$ cat src/rtl/mcu_pkg.sv
// Shared MCU definitions: sequencer states, opcode constants, register-bank
// read-enable encodings and immediate sign-extension helpers.
package mcu_pkg;

    typedef enum logic [2:0] {
        IDLE,
        FETCH,
        WAIT,
        DECODE,
        READ,
        ISSUE,
        HALT
    } state_t;

    localparam logic [3:0] OP_BR   = 4'b0000;
    localparam logic [3:0] OP_ADD  = 4'b0001;
    localparam logic [3:0] OP_AND  = 4'b0101;
    localparam logic [3:0] OP_NOT  = 4'b1001;
    localparam logic [3:0] OP_HALT = 4'b1111;

    localparam logic [1:0] LDREGF_IDLE = 2'b00;
    localparam logic [1:0] LDREGF_RD   = 2'b01;

    function automatic logic [15:0] sext8to16(input logic [7:0] v);
        return {{8{v[7]}}, v};
    endfunction

    function automatic logic [15:0] sext5to16(input logic [4:0] v);
        return {{11{v[4]}}, v};
    endfunction

endpackage

$ cat src/rtl/ir_field_split.sv
// Purely combinational split of a 16-bit instruction word into its fields.
module ir_field_split
    import mcu_pkg::*;
(
    input  logic [15:0] ir,
    output logic [3:0]  opcode,
    output logic [2:0]  dr,
    output logic [2:0]  sr1,
    output logic [2:0]  sr2,
    output logic [15:0] imm,
    output logic        imm_sel
);

    assign opcode  = ir[15:12];
    assign dr      = ir[11:9];
    assign sr1     = ir[8:6];
    assign sr2     = ir[2:0];
    assign imm     = sext5to16(ir[4:0]);
    assign imm_sel = ir[5];

endmodule

$ cat src/rtl/instr_decode_seq.sv
// Fetch/decode sequencer: owns PC and IR, reads operands from the register
// bank and hands each decoded op to execute over a valid/done handshake.
module instr_decode_seq
    import mcu_pkg::*;
#(
    parameter logic [15:0] RESET_PC = 16'h0000,
    parameter logic [3:0]  HALT_OP  = OP_HALT
) (
    input  logic        CLK,
    input  logic        RST,
    input  logic        RUN,
    output logic [15:0] MAR,
    output logic        LDMAR,
    input  logic [15:0] MDR,
    output logic [2:0]  REGISTER1,
    output logic [2:0]  REGISTER2,
    output logic [1:0]  LDREGF,
    output logic [3:0]  OPCODE,
    output logic [2:0]  DR,
    output logic [15:0] IMM,
    output logic        IMM_SEL,
    output logic        DEC_VALID,
    input  logic        EXEC_DONE,
    input  logic        PC_LD,
    input  logic [15:0] PC_IN,
    output logic        HALTED
);

    state_t      state_reg, state_next;
    logic [15:0] pc_reg, pc_next;
    logic [15:0] ir_reg, ir_next;
    logic        regs_en;

    logic [3:0]  f_opcode;
    logic [2:0]  f_dr, f_sr1, f_sr2;
    logic [15:0] f_imm;
    logic        f_imm_sel;

    ir_field_split u_split (
        .ir      (ir_reg),
        .opcode  (f_opcode),
        .dr      (f_dr),
        .sr1     (f_sr1),
        .sr2     (f_sr2),
        .imm     (f_imm),
        .imm_sel (f_imm_sel)
    );

    always_ff @(posedge CLK) begin
        if (RST) begin
            state_reg <= IDLE;
            pc_reg    <= RESET_PC;
            ir_reg    <= 16'h0000;
        end else begin
            state_reg <= state_next;
            pc_reg    <= pc_next;
            ir_reg    <= ir_next;
        end
    end

    always_comb begin
        state_next = state_reg;
        pc_next    = pc_reg;
        ir_next    = ir_reg;
        LDMAR      = 1'b0;
        LDREGF     = LDREGF_IDLE;
        DEC_VALID  = 1'b0;
        HALTED     = 1'b0;
        regs_en    = 1'b0;
        case (state_reg)
            IDLE: begin
                if (RUN) state_next = FETCH;
            end
            FETCH: begin
                LDMAR      = 1'b1;
                state_next = WAIT;
            end
            WAIT: begin
                ir_next    = MDR;
                pc_next    = pc_reg + 16'd1;
                state_next = DECODE;
            end
            DECODE: begin
                regs_en    = 1'b1;
                state_next = (f_opcode == HALT_OP) ? HALT : READ;
            end
            READ: begin
                regs_en    = 1'b1;
                LDREGF     = LDREGF_RD;
                state_next = ISSUE;
            end
            ISSUE: begin
                regs_en   = 1'b1;
                DEC_VALID = 1'b1;
                if (EXEC_DONE) begin
                    // A taken branch replaces the sequential PC bumped in WAIT.
                    if (PC_LD) pc_next = PC_IN;
                    state_next = RUN ? FETCH : IDLE;
                end
            end
            HALT: begin
                HALTED = 1'b1;
            end
            default: begin
                state_next = IDLE;
            end
        endcase
    end

    assign MAR       = pc_reg;
    assign REGISTER1 = regs_en ? f_sr1 : 3'd0;
    assign REGISTER2 = regs_en ? f_sr2 : 3'd0;
    assign OPCODE    = DEC_VALID ? f_opcode : 4'd0;
    assign DR        = DEC_VALID ? f_dr : 3'd0;
    assign IMM       = DEC_VALID ? f_imm : 16'h0000;
    assign IMM_SEL   = DEC_VALID ? f_imm_sel : 1'b0;

endmodule

$ cat config.mk
export PLATFORM = sky130hd
export DESIGN_NAME = instr_decode_seq
export DESIGN_NICKNAME = d
export VERILOG_FILES = /design/src/rtl/mcu_pkg.sv /design/src/rtl/ir_field_split.sv /design/src/rtl/instr_decode_seq.sv
export SDC_FILE = /design/constraint.sdc
export NUM_CORES = 1
export LEC_CHECK = 0
export CAP_MARGIN = 20
export CORE_ASPECT_RATIO = 0.8
export CORE_MARGIN = 3
export CORE_UTILIZATION = 38
export CTS_CLUSTER_SIZE = 16
export DETAILED_ROUTE_END_ITERATION = 8
export HOLD_SLACK_MARGIN = 0.1
export PLACE_DENSITY = 0.77
export SLEW_MARGIN = 0
export SYNTH_ARGS = -nofsm -noshare
export SYNTH_HDL_FRONTEND = slang
export SYNTH_SLANG_ARGS = --single-unit
$ cat constraint.sdc
create_clock -name CLK -period 1.6 [get_ports CLK]
set_input_delay 0.32 -clock CLK [delete_from_list [all_inputs] [get_ports CLK]]
set_output_delay 0.32 -clock CLK [all_outputs]
set_load 0.02 [all_outputs]
==> reports/metrics.yaml, run 1 <==
outcome: "finished, violations left"
violations: "setup timing"
cts_inserted_buffers: 5
synth_cell_types: 42
num_vias: 2254
powerDensity_nw_per_um2: 647
drt_iter0_markers: 232
cp_data_arrival_time_ps: 1360
worst-setup-path-type: "reg -> out"
antenna_found_initial: 0
dp.cells: 409
clock-sinks: 35
instances_no_fill: 427
htree_levels: 2
cp_max_fo: 7
fmax_ghz: 0.595
drt.antenna.violating_nets: 0
viasPerCell: 5.28
tns_ps: -1420
clock_latency_ps: 280
wl_per_cell_um: 15.1
min_path_type: "reg -> reg"
place.gp.congestion: 0.867
p_int_mw: 1.55
die_w_um: 86.9
drive_above_1_share_pct: 33.8
layout_common_cells: "nand2_1, buf_4, clkdlybuf4s50_1, dfxtp_1, a21oi_1"
initial_utilization_pct: 41.3
synth_nets: 304
p_leak_nw: 1.36
grt_max_degree: 37
dp_hpwl_um: 4400
setup_slack_ps: -80.3
skew_ps: 12.5
synth_edf_count: 0
rsz0062_at_grt: "yes"
comb_power_share_pct: 21.0
cts.reportedPaths.clkPinSlew_ps: 80
cp-start-kind: "flip-flop"
chipHeight_um: 70.7
power.switching_mw: 0.565
syn_avg_cell_area_um2: 7.47
multi_input_area_um2: 1220
slew_violations: 0
netlist_area_um2: 1990
clock_power_share_pct: 34.7
grt_overflow: 0
sw_frac_of_total_pct: 26.7
grt_pass1_wl_um: 10200
period_needed_ps: 1680
dp_slack_ps: -264
synth_warnings: 0
drc_errors: 0
placeableCoreArea_um2: 4820
hold_violations: 0
period_share_pct: 105
regArea_um2: 716
core.rowCount: 22
first_pass_iters: 4
port_buffers: 86
ys_async_sr_fraction_pct: 0
cts_tree: "done"
ys_seq_area_share_pct: 35.2
worst_ir_drop_vdd_mv: 0.482
ys_seq_elements: 35
seqPwrFrac_pct: 44.3
diodes: 0
drv_cap: 0
ios: 88
wirelength_um: 6440
dieArea_um2: 6140
grt_pass1_vias: 2072
postSynthCellCount: 266
syn_to_final_growth_pct: 64.5
filler_cell_count: 417
setup_viol: 33
clk_path_buf_depth: 2
endpoint_kind: "primary output"
grtUsageTotal_pct: 20.4
ys.flop_type: "dfxtp_1"
fin_nets: 404
required_ps: 1280
root_buffer: "clkbuf_8"
postLayoutCoreUtil_pct: 67.9
## routing by layer
metal	wire (um)	GRT usage (%)	share of wire [%]
met2	3030	32.0	47
met1	2970	29.3	46
met5	0	0	0
met4	36	4.15	0.56
met3	404	3.73	6.3
## metrics by stage
| step | power (mW) | hold slack (ps) | area [um2] |
|---|---|---|---|
| after floorplan | 1.14 | 432 | 2030 |
| after global placement | 1.32 | 438 | 2980 |
| after detailed placement | 1.33 | 443 | 2980 |
| after CTS | 2.10 | 452 | 3190 |
| after global routing | 2.20 | 483 | 3270 |
| final | 2.11 | 452 | 3270 |
## cells by family after synthesis
family | synth area share, %
compound gates | 21.8
other cells | 0.189
fa+ha+maj | 0.629
simple gates | 31.2
flops | 35.2
mux | 0.503
buf+inv | 10.4
## worst paths after layout
path / depth (start not counted) / from / to / slack, ps
worst max-delay path: 5 / state_reg[0]$_SDFFE_PP0P_ / DR[1] / -80
worst min-delay path: 2 / ir_reg[11]$_SDFFE_PP0N_ / ir_reg[11]$_SDFFE_PP0N_ / 450
worst max register to register: 7 / state_reg[0]$_SDFFE_PP0P_ / MAR[6]$_SDFFE_PP0P_ / -50
worst min register to register: 2 / ir_reg[11]$_SDFFE_PP0N_ / ir_reg[11]$_SDFFE_PP0N_ / 450
## Yosys cell counts, types with 2 or more instances
cell type | instances | share of area [%]
nand2_1 | 46 | 8.7
dfxtp_1 | 35 | 35
a21oi_1 | 31 | 7.8
and2_1 | 24 | 7.6
clkbuf_1 | 13 | 2.5
buf_4 | 12 | 4.5
nor2_1 | 11 | 2.1
o21ai_1 | 11 | 2.8
nand3_1 | 7 | 1.8
nand4_1 | 7 | 2.2
inv_1 | 6 | 1.1
o32ai_1 | 6 | 2.6
a22oi_1 | 5 | 1.9
buf_2 | 4 | 1.0
nor4_1 | 4 | 1.3
nor3_1 | 3 | 0.75
o21a_1 | 3 | 1.1
o31a_1 | 3 | 1.3
a211oi_1 | 2 | 0.75
and4_1 | 2 | 0.88
buf_6 | 2 | 1.1
nand2b_1 | 2 | 0.63
nand3b_1 | 2 | 0.75
nor2b_1 | 2 | 0.63
nor3b_1 | 2 | 0.75
o21ai_0 | 2 | 0.50
o2bb2ai_1 | 2 | 0.88
or3_1 | 2 | 0.63
or4_1 | 2 | 0.75
## worst max-delay path: stages (launching register included)
cell and delay (ps):
dfxtp_2 340, nand3b_1 120, buf_6 130, clkinvlp_4 160
and2_4 210, buf_6 120
## final cells by class
cell class                      count  area share, %
Sequential cell                    35           21.9
Timing Repair Buffer              122           34.2
Timing Repair inverter              1          0.230
Multi-Input combinational cell    194           37.2
Tap cell                           60           2.30
Clock buffer                        6           2.87
Inverter                            7          0.956
Clock inverter                      2          0.421
## timing repair
item                       CTS  global route
gates cloned                 2             1
resized for setup          219            21
setup buffers                7             1
setup endpoints to repair   64            59
pin swaps                   14            10
hold buffers                 0             0
## power groups by stage
stage | Clock [mW] | Combinational, mW | Sequential, mW
detailed placement | 0 | 0.374 | 0.952
global route | 0.776 | 0.478 | 0.942
CTS | 0.737 | 0.430 | 0.936
floorplan | 0 | 0.178 | 0.957
global placement | 0 | 0.369 | 0.950
finish | 0.733 | 0.444 | 0.937
Note: power is estimated with default switching activity, not from simulation.
==> inputs of run 2 (changes only) <==
SKIP_CTS_REPAIR_TIMING = 1   (was unset)
SLEW_MARGIN = unset   (was 0)
==> run 2 against run 1 <==
- the flow still finishes with violations (setup timing)
- core utilization fell by 0.39 points
- sequential power is essentially flat
- worst hold slack lost 1.4 ps
- design area fell by 0.57%
- critical path depth is the same
==> reports/metrics.yaml, run 2 (synthesized netlist as in run 1, its figures left out) <==
p_leak_nw: 1.52
min_from: "ir_reg[11]$_SDFFE_PP0N_"
min_to: "ir_reg[11]$_SDFFE_PP0N_"
viasPerCell: 5.24
instances_no_fill: 422
cp_max_fo: 8
seqPwrFrac_pct: 45.1
rsz0062_at_grt: "yes"
antenna_found_initial: 0
clock_power_share_pct: 35.3
min_path_type: "reg -> reg"
p_int_mw: 1.53
layout_common_cells: "nand2_1, buf_4, clkdlybuf4s50_1, a21oi_1, dfxtp_1"
port_buffers: 86
cp_data_arrival_time_ps: 1430
timing.rr.start: "state_reg[0]$_SDFFE_PP0P_"
cts_inserted_buffers: 5
power.switching_mw: 0.554
clock-sinks: 35
reg2reg_slack_ps: -60
grt_max_degree: 37
placeableCoreArea_um2: 4820
drt_iter0_markers: 173
chipHeight_um: 70.7
period_needed_ps: 1750
wirelength_um: 6300
die_w_um: 86.9
skew_ps: 12.5
slew_violations: 0
fin_nets: 399
place.gp.congestion: 0.867
dp_hpwl_um: 4400
diodes: 0
core.rowCount: 22
num_vias: 2212
r2r_end: "MAR[0]$_SDFFE_PP0P_"
r2r_cells: 6
syn_to_final_growth_pct: 63.6
drive_above_1_share_pct: 31.8
dieArea_um2: 6140
drv_cap: 0
drt.antenna.violating_nets: 0
grtUsageTotal_pct: 19.1
htree_levels: 2
comb_power_share_pct: 19.5
violations: "setup timing"
ios: 88
dp.cells: 409
outcome: "finished, violations left"
cts_tree: "done"
cp-start-kind: "flip-flop"
startpoint: "state_reg[1]$_SDFFE_PP0P_"
whs_path_depth: 2
period_share_pct: 109
clk_path_buf_depth: 2
worst_ir_drop_vdd_mv: 0.475
fmax_ghz: 0.571
clock_latency_ps: 280
setup_viol: 38
setup_slack_ps: -152
first_pass_iters: 4
hold_violations: 0
root_buffer: "clkbuf_8"
required_ps: 1280
grt_pass1_vias: 1992
grt_pass1_wl_um: 9550
final_common_cell: "nand2_1"
worst-setup-path-type: "reg -> out"
endpoint_kind: "primary output"
powerDensity_nw_per_um2: 640
initial_utilization_pct: 41.3
grt_overflow: 0
sw_frac_of_total_pct: 26.6
drc_errors: 0
wl_per_cell_um: 14.9
filler_cell_count: 417
cts.reportedPaths.clkPinSlew_ps: 70
hold-worst-slack_ps: 451
## run 2: cell count changes in the layout (fill, tap and decap cells not counted), sizes merged
| cell | delta |
|---|---|
| dlymetal6s2s | +15 |
| buf | -8 |
| dlygate4sd2 | -14 |
| clkbuf | +2 |
## run 2: worst max path at each step
stage | end | slack [ps] | cells past startpoint
2_1_floorplan | IMM[10] | 2 | 6
3_3_place_gp | REGISTER2[2] | -220 | 5
3_5_place_dp | IMM[9] | -260 | 4
4_1_cts | IMM[9] | -580 | 4
5_1_grt | OPCODE[0] | -220 | 5
6_report | OPCODE[0] | -150 | 5
## run 2: per-stage QoR
stage	util [%]	total power, mW	worst slack (ps)	setup TNS [ps]	area, um2
final	67.5	2.08	-152	-3050	3250
after detailed placement	61.9	1.33	-264	-8020	2980
after global routing	67.5	2.16	-221	-6540	3250
after CTS	64.1	2.04	-583	-20060	3090
after floorplan	-	1.14	2.19	0	2030
after global placement	61.9	1.32	-220	-6560	2980
## run 2: power by group through the flow
| stage | clock network (mW) | logic [mW] | registers (mW) |
|---|---|---|---|
| global route | 0.775 | 0.443 | 0.943 |
| global placement | 0 | 0.369 | 0.950 |
| floorplan | 0 | 0.178 | 0.957 |
| CTS | 0.737 | 0.376 | 0.932 |
| finish | 0.735 | 0.407 | 0.939 |
| detailed placement | 0 | 0.374 | 0.952 |
## run 2: layout make-up
type | instances | area [um2] | area share [%]
clock buffer | 6 | 93.8 | 2.89
tap | 60 | 75.1 | 2.31
timing repair buffer | 117 | 1130 | 34.6
multi-input combinational | 194 | 1190 | 36.6
sequential | 35 | 717 | 22.0
timing repair inverter | 1 | 7.51 | 0.231
inverter | 7 | 28.8 | 0.885
clock inverter | 2 | 13.8 | 0.423
## run 2: layer usage
metal	part of all wire [%]	vias up	global-route usage, %	routed length [um]
met1	47	1023	27.6	2950
met2	46	77	29.5	2900
met4	0.57	0	4.15	36
met3	6.5	2	3.49	412
met5	0	-	0	0
li1	-	1110	-	-
## run 2: worst max-delay path: stages, from the launching register on
cell	delay [ps]
dfxtp_2	320
nand3b_1	290
inv_4	180
buf_6	120
and2_4	140
buf_6	110
